File: src/rtl/register_file.sv
// Two-read / one-write general-purpose register file; x0 reads as zero.
// Optional write-first forwarding on the read ports when REGFILE_BYPASS_EN is defined.
module register_file #(
  parameter int DATA_WIDTH = 20,
  parameter int REG_NUMBER = 5
) (
  input  logic                  clk,
  input  logic                  rst,
  input  logic [REG_NUMBER-1:0] rs1,
  input  logic [REG_NUMBER-1:0] rs2,
  input  logic [REG_NUMBER-1:0] rd,
  input  logic                  reg_write,
  input  logic [DATA_WIDTH-1:0] data_rd,
  output logic [DATA_WIDTH-1:0] data_rs1,
  output logic [DATA_WIDTH-1:0] data_rs2
);

  localparam int NUM_REGS = 2 ** REG_NUMBER;

  logic [NUM_REGS-1:0][DATA_WIDTH-1:0] regs_q, regs_d;
  logic                                wr_en;

  assign wr_en = reg_write && (rd != '0);

  always_comb begin
    regs_d = regs_q;
    if (rst) begin
      regs_d = '0;
    end else if (wr_en) begin
      regs_d[rd] = data_rd;
    end
    // x0 is never stored, so it cannot be corrupted by any write path
    regs_d[0] = '0;
  end

  always_ff @(posedge clk) begin
    regs_q <= regs_d;
  end

  always_comb begin
    data_rs1 = regs_q[rs1];
    data_rs2 = regs_q[rs2];
`ifdef REGFILE_BYPASS_EN
    // Forwarding is held off during reset so the ports show the cleared file
    if (!rst && wr_en && (rs1 == rd)) data_rs1 = data_rd;
    if (!rst && wr_en && (rs2 == rd)) data_rs2 = data_rd;
`endif
  end

endmodule

File: config.mk
export PLATFORM = sky130hd
export DESIGN_NAME = register_file
export DESIGN_NICKNAME = d
export VERILOG_FILES = /design/src/rtl/register_file.sv
export SDC_FILE = /design/constraint.sdc
export NUM_CORES = 2
export LEC_CHECK = 0
export BUFFER_PORTS_ARGS = -buffer_cell sky130_fd_sc_hd__buf_2
export CORE_AREA = 2 2 232 234
export CTS_CLUSTER_DIAMETER = 120
export CTS_CLUSTER_SIZE = 10
export DETAILED_ROUTE_END_ITERATION = 6
export DIE_AREA = 0 0 234 236
export GPL_TIMING_DRIVEN = 1
export PLACE_DENSITY_LB_ADDON = 0.1
export SYNTH_ARGS = -nofsm -noshare
export SYNTH_HDL_FRONTEND = slang
export SYNTH_SLANG_ARGS = --single-unit
File: constraint.sdc
create_clock -name clk -period 4.3 [get_ports clk]
set_clock_uncertainty 0.1 [all_clocks]
set_input_delay 0.645 -clock clk [delete_from_list [all_inputs] [get_ports clk]]
set_output_delay 0.645 -clock clk [all_outputs]
set_load 0.01 [all_outputs]
==> flow_metrics.tcl <==
set metrics [dict create \
    seqCellArea_um2 12400 \
    switchingPower_mw 3.26 \
    cts_made_buffers 71 \
    irDropWorstVdd_mv 0.313 \
    clk_latency_ns 0.60 \
    slew-limit-headroom_pct 18.6 \
    nets 4010 \
    p_int_mw 9.17 \
    met3_usage_pct 9.12 \
    syn_area_um2 32400 \
    portBuffers 77 \
    report.final.slew_viol_count 0 \
    p_leak_nw 12.4 \
    combPwrFrac_pct 10.7 \
    cp_top_family "buffers and inverters" \
    postCtsSetupBuffers 0 \
    fin_crit_ns 3.92 \
    critPathArrivalTime_ns 3.17 \
    p_per_area_nw_per_um2 357 \
    cts_tree "done" \
    min_period_over_period_pct 91.1 \
    grt_max_degree 112 \
    dieArea_um2 55200 \
    syn2layout_area_growth_pct 7.56 \
    layout-drive-gt1-share_pct 9.67 \
    largest-register "regs_q" \
    clkTransAtPathRegs_ns 0.05 \
    p_seq_share_pct 46.8 \
    final_common_cell "nand2_1" \
    met1_usage_pct 53.0 \
    via_per_inst 6.50 \
    final_util_pct 65.6 \
    cts_sinks 620 \
    reg2reg_slack_ns 3.50 \
    tightest_slew_ns 1.22 \
    multi_input_area_um2 18100 \
    gp_congestion 0.935 \
    synth_fp_nets 4164 \
    first_pass_iters 5 \
    cpPeakStageDelay_ns 0.62 \
    swShare_pct 26.2 \
    fp.dieH_um 236 \
    total_power_mw 12.4 \
    final_cell_mix "nand2_1 (1313), a21oi_1 (660), dfxtp_1 (620)" \
    h-tree-depth 3 \
    rsz0062_at_grt "no" \
    crit_fanout 27 \
    nFillCells 4627 \
    worstHoldPathType "flop to flop" \
    initial_core_util_pct 61.0 \
    grt_use_met2_pct 60.5 \
    crit_buf_inv 3 \
    p_clk_share_pct 42.4 \
    worst_setup_path_end_kind "output pin" \
    cp_common_cell "buf_2" \
    yosysWarnings 0 \
    hold_viol 0 \
    fp-row-count 85 \
    ctsHoldBuffers 0 \
    status "completed" \
    cpMaxStageDelayCell "buf_2" \
    ys_types 29 \
    seq_area_frac_synth_pct 38.3 \
    top_regs "regs_q x620" \
    worst-setup-path-type "primary input to output pin" \
    die_x_um 234 \
    dp_hpwl_um 68700 \
    crit_required_ns 3.56 \
    clockBufferDepth 3 \
    syn_area_per_cell_um2 7.85 \
    grt_overflow 0 \
    synthCells 4126 \
    synth-seq-cells 620 \
    busiest_layer "met2" \
    fmax_mhz 255 \
    finalSetupTns_ns 0 \
    largest_reg_flops 620 \
    cts_resized 0 \
    cap_violations 0 \
    cts-root-buf "clkbuf_16" \
    path_cells "buf_2, buf_4, mux4_2, nor2b_1, nor3_1, a31oi_1, nand3_1, buf_2" \
    setup_violations 0 \
    ios 78 \
    grtUsageTotal_pct 39.7 \
    drt-total-wl_um 112000 \
    drtIter0Drc 3911 \
    grt_pass1_wl_um 169000 \
    postRouteAntennaNets 0 \
    drc 0 \
    core_um2 53100 \
    grt_pass1_vias 28500 \
    cp-start-kind "primary input" \
    vias 30300 \
    wl_per_cell_um 24.1 \
    antenna_found_initial 2 \
]
worst min-delay path: cells and delay by family (launching register included):
family | cells | cell delay (ns)
AND/OR/NAND/NOR | 1 | 0.05
flip-flops | 1 | 0.31
AO/OA/AOI/OAI | 1 | 0.05
stage by stage:
stage               setup WS [ns]  area, um^2  hold slack (ns)  cells
floorplan                    1.67       32400            0.342   4126
global placement            0.539       33000            0.351   4595
detailed placement          0.497       33000            0.357   4595
CTS                         0.485       34800            0.365   4668
global route                0.326       34800            0.380   4670
finish                      0.381       34800            0.363   4670
final cells by class:
type                       count  share of cell area (%)
antenna                        2                  0.0144
clock buffer                  73                    5.25
multi-input combinational   3082                    52.1
sequential                   620                    35.6
tap                          696                    2.50
timing repair buffer         197                    4.46
synthesized netlist by cell type:
cell	number	share of area, %
nand4_1	41	0.79
mux4_2	40	2.8
buf_6	16	0.56
nand3_1	80	1.2
buf_2	131	2.0
buf_1	20	0.23
clkbuf_1	233	2.7
clkbuf_2	2	0.031
nand2_2	1	0.019
nand2b_1	7	0.14
nor3_1	49	0.76
mux2_2	38	1.3
mux2i_1	480	15
or2_1	2	0.039
nor4_2	3	0.12
nor2b_1	50	0.97
nor3_2	3	0.093
nand2_1	1313	15
a21oi_1	660	10
or2_2	3	0.058
mux2_4	2	0.093
and2_1	4	0.077
a221oi_1	40	1.1
dfxtp_1	620	38
nor4_1	5	0.097
a31oi_1	40	0.77
buf_4	22	0.51
nor2_1	21	0.24
a22oi_1	200	4.6
power by group through the flow:
stage / clock, mW / sequential [mW] / combinational, mW
6_report: 5.27 / 5.82 / 1.34
5_1_grt: 5.51 / 5.82 / 1.38
4_1_cts: 5.29 / 5.82 / 1.29
3_5_place_dp: 0 / 5.94 / 1.29
3_3_place_gp: 0 / 5.94 / 1.28
2_1_floorplan: 0 / 5.94 / 0.851
cell families (layout without fill, tap and decap cells):
logic type      after synthesis  after routing  share of synthesized area (%)
flops                       620            620                           38.3
other cells                   0              2                              0
simple gates               1582           1582                           19.9
mux                         560            560                           19.0
compound gates              940            940                           16.7
buf+inv                     424            270                           6.06
layer usage:
| metal | vias up | part of all wire [%] |
|---|---|---|
| li1 | 13900 | - |
| met1 | 14300 | 40 |
| met2 | 1805 | 45 |
| met3 | 355 | 11 |
| met4 | 0 | 4.6 |
| met5 | - | 0 |
final timing paths:
| check | startpoint | cells past startpoint | to |
|---|---|---|---|
| min reg2reg | regs_q[60] | 2 | regs_q[60] |
| max | rs2[0] | 8 | data_rs2[12] |
| max reg2reg | regs_q[624] | 2 | regs_q[624] |
| min | regs_q[60] | 2 | regs_q[60] |
No activity file was read; power rests on OpenSTA's default activity.
